[src/rtl/reg_bank_pkg.sv]
// ---------------------------------------------------------------------------
// reg_bank_pkg
// Shared definitions for the architectural register bank: the 32-bit word
// type, the register index type and the named indices of the special
// registers (stack pointer, link register, program counter).
// Configuration macro used by the bank: REG_BANK_PC_INC_EN.
// ---------------------------------------------------------------------------
package reg_bank_pkg;

  localparam int WORD_W   = 32;
  localparam int NUM_REGS = 16;

  typedef logic [WORD_W-1:0] word_t;
  typedef logic [3:0]        reg_idx_t;

  localparam reg_idx_t REG_SP = 4'd13;
  localparam reg_idx_t REG_LR = 4'd14;
  localparam reg_idx_t REG_PC = 4'd15;

  // True when a general write in this cycle targets the given register.
  function automatic logic writeHits(input logic regWrite,
                                     input reg_idx_t writeRegister,
                                     input reg_idx_t target);
    return regWrite && (writeRegister == target);
  endfunction

endpackage

[src/rtl/reg_bank_if.sv]
// ---------------------------------------------------------------------------
// reg_bank_if
// Bundles the register bank's write ports and its register outputs.
//   master : datapath side, drives writes and pcAdvance, observes registers
//   slave  : the bank itself
// Signals:
//   regWrite/writeRegister/writeData : general write port
//   linkWrite/linkData               : branch-with-link write into R14
//   pcAdvance                        : R15 sequencing request
//   regupdate_R0..regupdate_R15      : current register contents
//   pcWritten                        : R15 was loaded by the general port
// ---------------------------------------------------------------------------
interface reg_bank_if;
  import reg_bank_pkg::*;

  logic     regWrite;
  reg_idx_t writeRegister;
  word_t    writeData;
  logic     linkWrite;
  word_t    linkData;
  logic     pcAdvance;

  word_t regupdate_R0;
  word_t regupdate_R1;
  word_t regupdate_R2;
  word_t regupdate_R3;
  word_t regupdate_R4;
  word_t regupdate_R5;
  word_t regupdate_R6;
  word_t regupdate_R7;
  word_t regupdate_R8;
  word_t regupdate_R9;
  word_t regupdate_R10;
  word_t regupdate_R11;
  word_t regupdate_R12;
  word_t regupdate_R13;
  word_t regupdate_R14;
  word_t regupdate_R15;
  logic  pcWritten;

  modport master (
    output regWrite, writeRegister, writeData, linkWrite, linkData, pcAdvance,
    input  regupdate_R0, regupdate_R1, regupdate_R2, regupdate_R3,
           regupdate_R4, regupdate_R5, regupdate_R6, regupdate_R7,
           regupdate_R8, regupdate_R9, regupdate_R10, regupdate_R11,
           regupdate_R12, regupdate_R13, regupdate_R14, regupdate_R15,
           pcWritten
  );

  modport slave (
    input  regWrite, writeRegister, writeData, linkWrite, linkData, pcAdvance,
    output regupdate_R0, regupdate_R1, regupdate_R2, regupdate_R3,
           regupdate_R4, regupdate_R5, regupdate_R6, regupdate_R7,
           regupdate_R8, regupdate_R9, regupdate_R10, regupdate_R11,
           regupdate_R12, regupdate_R13, regupdate_R14, regupdate_R15,
           pcWritten
  );

endinterface

[src/rtl/reg_bank_cell.sv]
// ---------------------------------------------------------------------------
// reg_cell
// One 32-bit architectural register with load enable and a per-instance
// reset value.
// Ports:
//   clk      : clock, rising edge
//   reset    : synchronous, active-low
//   loadEn_i : load d_i on the next edge
//   d_i      : next value
//   q_o      : current value
// ---------------------------------------------------------------------------
module reg_cell
  import reg_bank_pkg::*;
#(
  parameter word_t RESET_VAL = '0
) (
  input  logic  clk,
  input  logic  reset,
  input  logic  loadEn_i,
  input  word_t d_i,
  output word_t q_o
);

  word_t data_q;

  // Reset wins over a load presented in the same cycle.
  always_ff @(posedge clk) begin
    if (!reset) begin
      data_q <= RESET_VAL;
    end else if (loadEn_i) begin
      data_q <= d_i;
    end
  end

  assign q_o = data_q;

endmodule

[src/rtl/reg_bank.sv]
// ---------------------------------------------------------------------------
// reg_bank
// Sixteen 32-bit architectural registers R0..R15 with one general write
// port, a dedicated link-register write into R14 and program-counter
// sequencing on R15. All register values are presented continuously.
// Parameters:
//   RESET_PC : R15 value after reset
//   PC_STEP  : R15 increment per advancing cycle
// Ports:
//   clk   : clock, rising edge
//   reset : synchronous, active-low
//   bus   : reg_bank_if.slave (write ports, register outputs, pcWritten)
// Configuration:
//   REG_BANK_PC_INC_EN defined   -> pcAdvance increments R15
//   REG_BANK_PC_INC_EN undefined -> pcAdvance is ignored
// ---------------------------------------------------------------------------
module reg_bank
  import reg_bank_pkg::*;
#(
  parameter word_t RESET_PC = 32'h0000_0000,
  parameter word_t PC_STEP  = 32'd4
) (
  input logic      clk,
  input logic      reset,
  reg_bank_if.slave bus
);

`ifdef REG_BANK_PC_INC_EN
  localparam logic PcIncEn = 1'b1;
`else
  localparam logic PcIncEn = 1'b0;
`endif

  logic [NUM_REGS-1:0] loadEn;
  word_t               regD [NUM_REGS];
  word_t               regQ [NUM_REGS];

  logic lrGenWrite;
  logic pcGenWrite;
  logic pcStep;
  logic pcWritten_d;
  logic pcWritten_q;

  assign lrGenWrite = writeHits(bus.regWrite, bus.writeRegister, REG_LR);
  assign pcGenWrite = writeHits(bus.regWrite, bus.writeRegister, REG_PC);
  assign pcStep     = PcIncEn && bus.pcAdvance;

  // Next-value selection. The general port always wins; the link write and
  // the PC increment only fill in when the general port targets elsewhere.
  always_comb begin
    loadEn = '0;
    for (int i = 0; i < NUM_REGS; i++) begin
      regD[i] = bus.writeData;
    end

    if (bus.regWrite) begin
      loadEn[bus.writeRegister] = 1'b1;
    end

    if (bus.linkWrite && !lrGenWrite) begin
      loadEn[REG_LR] = 1'b1;
      regD[REG_LR]   = bus.linkData;
    end

    // 32-bit addition wraps naturally at the top of the address space.
    if (pcStep && !pcGenWrite) begin
      loadEn[REG_PC] = 1'b1;
      regD[REG_PC]   = regQ[REG_PC] + PC_STEP;
    end
  end

  for (genvar g = 0; g < NUM_REGS; g++) begin : gCell
    reg_cell #(
      .RESET_VAL((g == NUM_REGS - 1) ? RESET_PC : word_t'(0))
    ) uCell (
      .clk      (clk),
      .reset    (reset),
      .loadEn_i (loadEn[g]),
      .d_i      (regD[g]),
      .q_o      (regQ[g])
    );
  end

  // pcWritten only reflects loads through the general port, never increments.
  assign pcWritten_d = pcGenWrite;

  always_ff @(posedge clk) begin
    if (!reset) begin
      pcWritten_q <= 1'b0;
    end else begin
      pcWritten_q <= pcWritten_d;
    end
  end

  assign bus.pcWritten     = pcWritten_q;
  assign bus.regupdate_R0  = regQ[0];
  assign bus.regupdate_R1  = regQ[1];
  assign bus.regupdate_R2  = regQ[2];
  assign bus.regupdate_R3  = regQ[3];
  assign bus.regupdate_R4  = regQ[4];
  assign bus.regupdate_R5  = regQ[5];
  assign bus.regupdate_R6  = regQ[6];
  assign bus.regupdate_R7  = regQ[7];
  assign bus.regupdate_R8  = regQ[8];
  assign bus.regupdate_R9  = regQ[9];
  assign bus.regupdate_R10 = regQ[10];
  assign bus.regupdate_R11 = regQ[11];
  assign bus.regupdate_R12 = regQ[12];
  assign bus.regupdate_R13 = regQ[13];
  assign bus.regupdate_R14 = regQ[14];
  assign bus.regupdate_R15 = regQ[15];

endmodule

[src/flat_wrapper.sv]
// flat-port wrapper written by rule: the top's interface ports become plain ports
module reg_bank_flat import reg_bank_pkg::*;
#(
  parameter word_t RESET_PC = 32'h0000_0000,
  parameter word_t PC_STEP  = 32'd4
)
  (clk, reset, bus_regWrite, bus_writeRegister, bus_writeData, bus_linkWrite, bus_linkData, bus_pcAdvance, bus_regupdate_R0, bus_regupdate_R1, bus_regupdate_R2, bus_regupdate_R3, bus_regupdate_R4, bus_regupdate_R5, bus_regupdate_R6, bus_regupdate_R7, bus_regupdate_R8, bus_regupdate_R9, bus_regupdate_R10, bus_regupdate_R11, bus_regupdate_R12, bus_regupdate_R13, bus_regupdate_R14, bus_regupdate_R15, bus_pcWritten);
  reg_bank_if bus_i ();
  input logic clk;
  input logic reset;
  input wire logic [$bits(bus_i.regWrite)-1:0] bus_regWrite;
  input wire logic [$bits(bus_i.writeRegister)-1:0] bus_writeRegister;
  input wire logic [$bits(bus_i.writeData)-1:0] bus_writeData;
  input wire logic [$bits(bus_i.linkWrite)-1:0] bus_linkWrite;
  input wire logic [$bits(bus_i.linkData)-1:0] bus_linkData;
  input wire logic [$bits(bus_i.pcAdvance)-1:0] bus_pcAdvance;
  output wire logic [$bits(bus_i.regupdate_R0)-1:0] bus_regupdate_R0;
  output wire logic [$bits(bus_i.regupdate_R1)-1:0] bus_regupdate_R1;
  output wire logic [$bits(bus_i.regupdate_R2)-1:0] bus_regupdate_R2;
  output wire logic [$bits(bus_i.regupdate_R3)-1:0] bus_regupdate_R3;
  output wire logic [$bits(bus_i.regupdate_R4)-1:0] bus_regupdate_R4;
  output wire logic [$bits(bus_i.regupdate_R5)-1:0] bus_regupdate_R5;
  output wire logic [$bits(bus_i.regupdate_R6)-1:0] bus_regupdate_R6;
  output wire logic [$bits(bus_i.regupdate_R7)-1:0] bus_regupdate_R7;
  output wire logic [$bits(bus_i.regupdate_R8)-1:0] bus_regupdate_R8;
  output wire logic [$bits(bus_i.regupdate_R9)-1:0] bus_regupdate_R9;
  output wire logic [$bits(bus_i.regupdate_R10)-1:0] bus_regupdate_R10;
  output wire logic [$bits(bus_i.regupdate_R11)-1:0] bus_regupdate_R11;
  output wire logic [$bits(bus_i.regupdate_R12)-1:0] bus_regupdate_R12;
  output wire logic [$bits(bus_i.regupdate_R13)-1:0] bus_regupdate_R13;
  output wire logic [$bits(bus_i.regupdate_R14)-1:0] bus_regupdate_R14;
  output wire logic [$bits(bus_i.regupdate_R15)-1:0] bus_regupdate_R15;
  output wire logic [$bits(bus_i.pcWritten)-1:0] bus_pcWritten;
  assign bus_i.regWrite = bus_regWrite;
  assign bus_i.writeRegister = bus_writeRegister;
  assign bus_i.writeData = bus_writeData;
  assign bus_i.linkWrite = bus_linkWrite;
  assign bus_i.linkData = bus_linkData;
  assign bus_i.pcAdvance = bus_pcAdvance;
  assign bus_regupdate_R0 = bus_i.regupdate_R0;
  assign bus_regupdate_R1 = bus_i.regupdate_R1;
  assign bus_regupdate_R2 = bus_i.regupdate_R2;
  assign bus_regupdate_R3 = bus_i.regupdate_R3;
  assign bus_regupdate_R4 = bus_i.regupdate_R4;
  assign bus_regupdate_R5 = bus_i.regupdate_R5;
  assign bus_regupdate_R6 = bus_i.regupdate_R6;
  assign bus_regupdate_R7 = bus_i.regupdate_R7;
  assign bus_regupdate_R8 = bus_i.regupdate_R8;
  assign bus_regupdate_R9 = bus_i.regupdate_R9;
  assign bus_regupdate_R10 = bus_i.regupdate_R10;
  assign bus_regupdate_R11 = bus_i.regupdate_R11;
  assign bus_regupdate_R12 = bus_i.regupdate_R12;
  assign bus_regupdate_R13 = bus_i.regupdate_R13;
  assign bus_regupdate_R14 = bus_i.regupdate_R14;
  assign bus_regupdate_R15 = bus_i.regupdate_R15;
  assign bus_pcWritten = bus_i.pcWritten;
  reg_bank #(.RESET_PC(RESET_PC), .PC_STEP(PC_STEP)) u_core (.clk(clk), .reset(reset), .bus(bus_i));
endmodule
[config.mk]
export PLATFORM = sky130hd
export DESIGN_NAME = reg_bank_flat
export DESIGN_NICKNAME = d
export VERILOG_FILES = /design/src/rtl/reg_bank_pkg.sv /design/src/rtl/reg_bank_if.sv /design/src/rtl/reg_bank_cell.sv /design/src/rtl/reg_bank.sv /design/src/flat_wrapper.sv
export SDC_FILE = /design/constraint.sdc
export NUM_CORES = 1
export LEC_CHECK = 0
export CAP_MARGIN = 20
export CORE_AREA = 2 2 228 230
export DETAILED_ROUTE_END_ITERATION = 16
export DIE_AREA = 0 0 230 232
export GPL_ROUTABILITY_DRIVEN = 1
export PLACE_DENSITY = 0.75
export SLEW_MARGIN = 5
export SYNTH_ARGS = -nofsm -noshare
export SYNTH_HDL_FRONTEND = slang
export SYNTH_SLANG_ARGS = --single-unit
export TNS_END_PERCENT = 100
[constraint.sdc]
create_clock -name clk -period 1.6 [get_ports clk]
set_input_delay 0.16 -clock clk [delete_from_list [all_inputs] [get_ports clk]]
set_output_delay 0.16 -clock clk [all_outputs]
set_load 0.02 [all_outputs]
==> results.json <==
{
  "synth.area.top_cells": "dfxtp_1 (55%), mux2i_1 (27%), nand2_1 (11%)",
  "die_area_um2": 53400,
  "nNetsFinal": 2433,
  "tightest_slew_ns": 0.440,
  "slowest_stage": "dfxtp_1",
  "initial_utilization": 0.368,
  "place_congestion": 0.803,
  "met1_usage": 0.261,
  "synthFlopType": "dfxtp_1",
  "vias": 14900,
  "path_buf_inv": 1,
  "synth_top_area_frac": 0.548,
  "crit_chain": "dlygate4sd2_1",
  "die_w_um": 230,
  "vdd_drop_max_uv": 645,
  "min_period_over_period": 0.935,
  "netlist_instances": 1777,
  "post_drt_wl_per_cell_um": 20.6,
  "syn_area_per_cell_um2": 10.5,
  "syn_nets": 1850,
  "hp-class": "input pin to flip-flop",
  "fin_worst_skew_ns": 0,
  "max_cap_viol_count": 0,
  "cp-start-kind": "flip-flop",
  "final-setup-viol-count": 0,
  "placed_area_um2": 25900,
  "postSynth.asyncResetShare": 0,
  "status": "finished clean",
  "crit_fanout": 2,
  "boundaryPins": 586,
  "ant_nets": 0,
  "place_hpwl_um": 44600,
  "vias_per_cell": 4.85,
  "first_global_vias": 15200,
  "die_h_um": 232,
  "cts_sinks": 513,
  "ys_seq_elements": 513,
  "hold_violations": 0,
  "grt.busiest_layer": "met2",
  "path_clk_slew_ns": 0.06,
  "cts-root-buf": "clkbuf_16",
  "power.density_nw_per_um2": 1010,
  "path_class": "flip-flop to output pin",
  "h-tree-depth": 2,
  "rows": 83,
  "timing.rr.end": "u_core.gCell[14].uCell.q_o[27]",
  "r2r_start": "u_core.gCell[14].uCell.q_o[27]",
  "drive_above_1_share": 0.0922,
  "min_period_ns": 1.50,
  "crit_path_end_kind": "output pin",
  "synth_common_cells": "nand2_1 (546), dfxtp_1 (513), mux2i_1 (512)",
  "grt_usage": 0.230,
  "drt_iter0_drc": 633,
  "drc_errors": 0,
  "rsz0062_at_grt": "false",
  "slowest_delay_ns": 0.37,
  "yosysUniqueCellTypes": 18,
  "clk_path_buf_depth": 3,
  "grt_pass1_wl_um": 93600,
  "cts_tree": "done",
  "antenna_found_initial": 0,
  "dr.pass1.iters": 5,
  "clock_latency_ns": 0.58,
  "grt_max_degree": 68,
  "grt_use_met3": 0.0537,
  "port_buffers": 584,
  "cp.required_ns": 1.44,
  "yosysSeqAreaShare": 0.548,
  "grtUsageMet2": 0.410,
  "critical_path.top_delay_family": "flip-flops",
  "antenna_cells": 0,
  "post-route-util": 0.530,
  "postLayoutCellArea_um2": 27000,
  "fmax_mhz": 668,
  "worstHoldPathCells": 3,
  "synth_edf_count": 0,
  "r2r.worst_path.cells": 3,
  "ys_warn_count": 0,
  "yosysTopAreaCell": "dfxtp_1",
  "grt-ovfl-total": 0,
  "relSlewSlack": 0.706,
  "yosysMostFrequentCell": "nand2_1",
  "min-delay-start": "bus_writeData[14]",
  "reg2reg_slack_ns": 0.75,
  "min_to": "u_core.gCell[6].uCell.q_o[14]",
  "final_max_slew_viol_count": 0,
  "finalWirelength_um": 63400,
  "arrival_ns": 1.34,
  "area_growth_syn_to_layout_pct": 44.1,
  "core-area_um2": 50900,
  "leakage_nw": 13.3,
  "numCtsBuffers": 51,
  "syn_area_um2": 18700
}
[cells by family after synthesis]
kind of cell,count (synthesis),share of synthesized area
flip-flops,513,0.548
buffers and inverters,151,0.0427
AND/OR/NAND/NOR,569,0.116
multiplexers,544,0.293
[layer usage]
metal,vias up,part of all wire
met5,-,0
met2,514,0.50
met1,7233,0.39
met3,151,0.063
li1,7020,-
met4,0,0.044
[layout make-up]
type / count / area, um2
multi-input cells: 1113 / 7740
repair buffers: 681 / 6420
flip-flops and latches: 513 / 10300
clock inverters: 11 / 174
well taps: 680 / 851
fillers: 4690 / 23900
clock buffers: 78 / 1520
[metrics by stage]
step / worst slack (ns) / total power [mW] / cells / hold slack [ns] / setup TNS, ns
after floorplan: 0.393 / 14.4 / 1777 / 0.425 / 0
after global placement: -0.239 / 15.6 / 2986 / 0.441 / -71.86
after detailed placement: -0.269 / 15.6 / 2986 / 0.446 / -83.02
after CTS: 0.0590 / 27.6 / 3076 / 0.247 / 0
after global routing: 0.0400 / 28.2 / 3076 / 0.297 / 0
final: 0.103 / 27.3 / 3076 / 0.288 / 0
[state kept, by name, indices dropped and copies added, names as in the netlist]
signal and flops:
u_core.gCell.uCell.q_o 512, u_core.bus.pcWritten 1
[worst max path at each step]
| stage | startpoint | to | slack (ns) | cells past startpoint |
|---|---|---|---|---|
| 3_5_place_dp | bus_regWrite | u_core.gCell[3].uCell.q_o[3] | -0.27 | 5 |
| 3_3_place_gp | bus_regWrite | u_core.gCell[0].uCell.q_o[16] | -0.24 | 6 |
| 4_1_cts | u_core.gCell[14].uCell.q_o[11] | bus_regupdate_R14[11] | 0.06 | 1 |
| 2_1_floorplan | bus_writeRegister[2] | u_core.gCell[3].uCell.q_o[18] | 0.39 | 5 |
| 6_report | u_core.gCell[14].uCell.q_o[20] | bus_regupdate_R14[20] | 0.10 | 1 |
| 5_1_grt | u_core.gCell[15].uCell.q_o[4] | bus_regupdate_R15[4] | 0.04 | 1 |
[cell usage in the layout (no fill, tap or decap), drive strengths merged, types with 2 or more instances in the layout]
| cell type | synthesis | layout |
|---|---|---|
| clkbuf | 56 | 78 |
| nand2 | 546 | 546 |
| clkdlybuf4s50 | 0 | 69 |
| dfxtp | 513 | 513 |
| clkinv | 0 | 6 |
| dlygate4sd2 | 0 | 513 |
| mux2 | 32 | 32 |
| bufinv | 0 | 4 |
| buf | 95 | 98 |
| mux2i | 512 | 512 |
| nor2 | 10 | 10 |
| nand2b | 5 | 5 |
| nand3b | 2 | 2 |
| or3 | 2 | 2 |
[power by group]
part | internal [mW] | switching (mW)
Sequential | 13.0 | 0.105
Combinational | 0.833 | 1.27
Clock | 7.16 | 4.98
Total | 21.0 | 6.36
[repair_timing]
item | in CTS | in global routing
buffers inserted | 0 | 0
setup endpoints to repair | 513 | 0
hold endpoints to repair | 7 | 0
gates resized for setup | 513 | 0
hold buffers | 1 | 0
(Power assumes the default switching activity.)
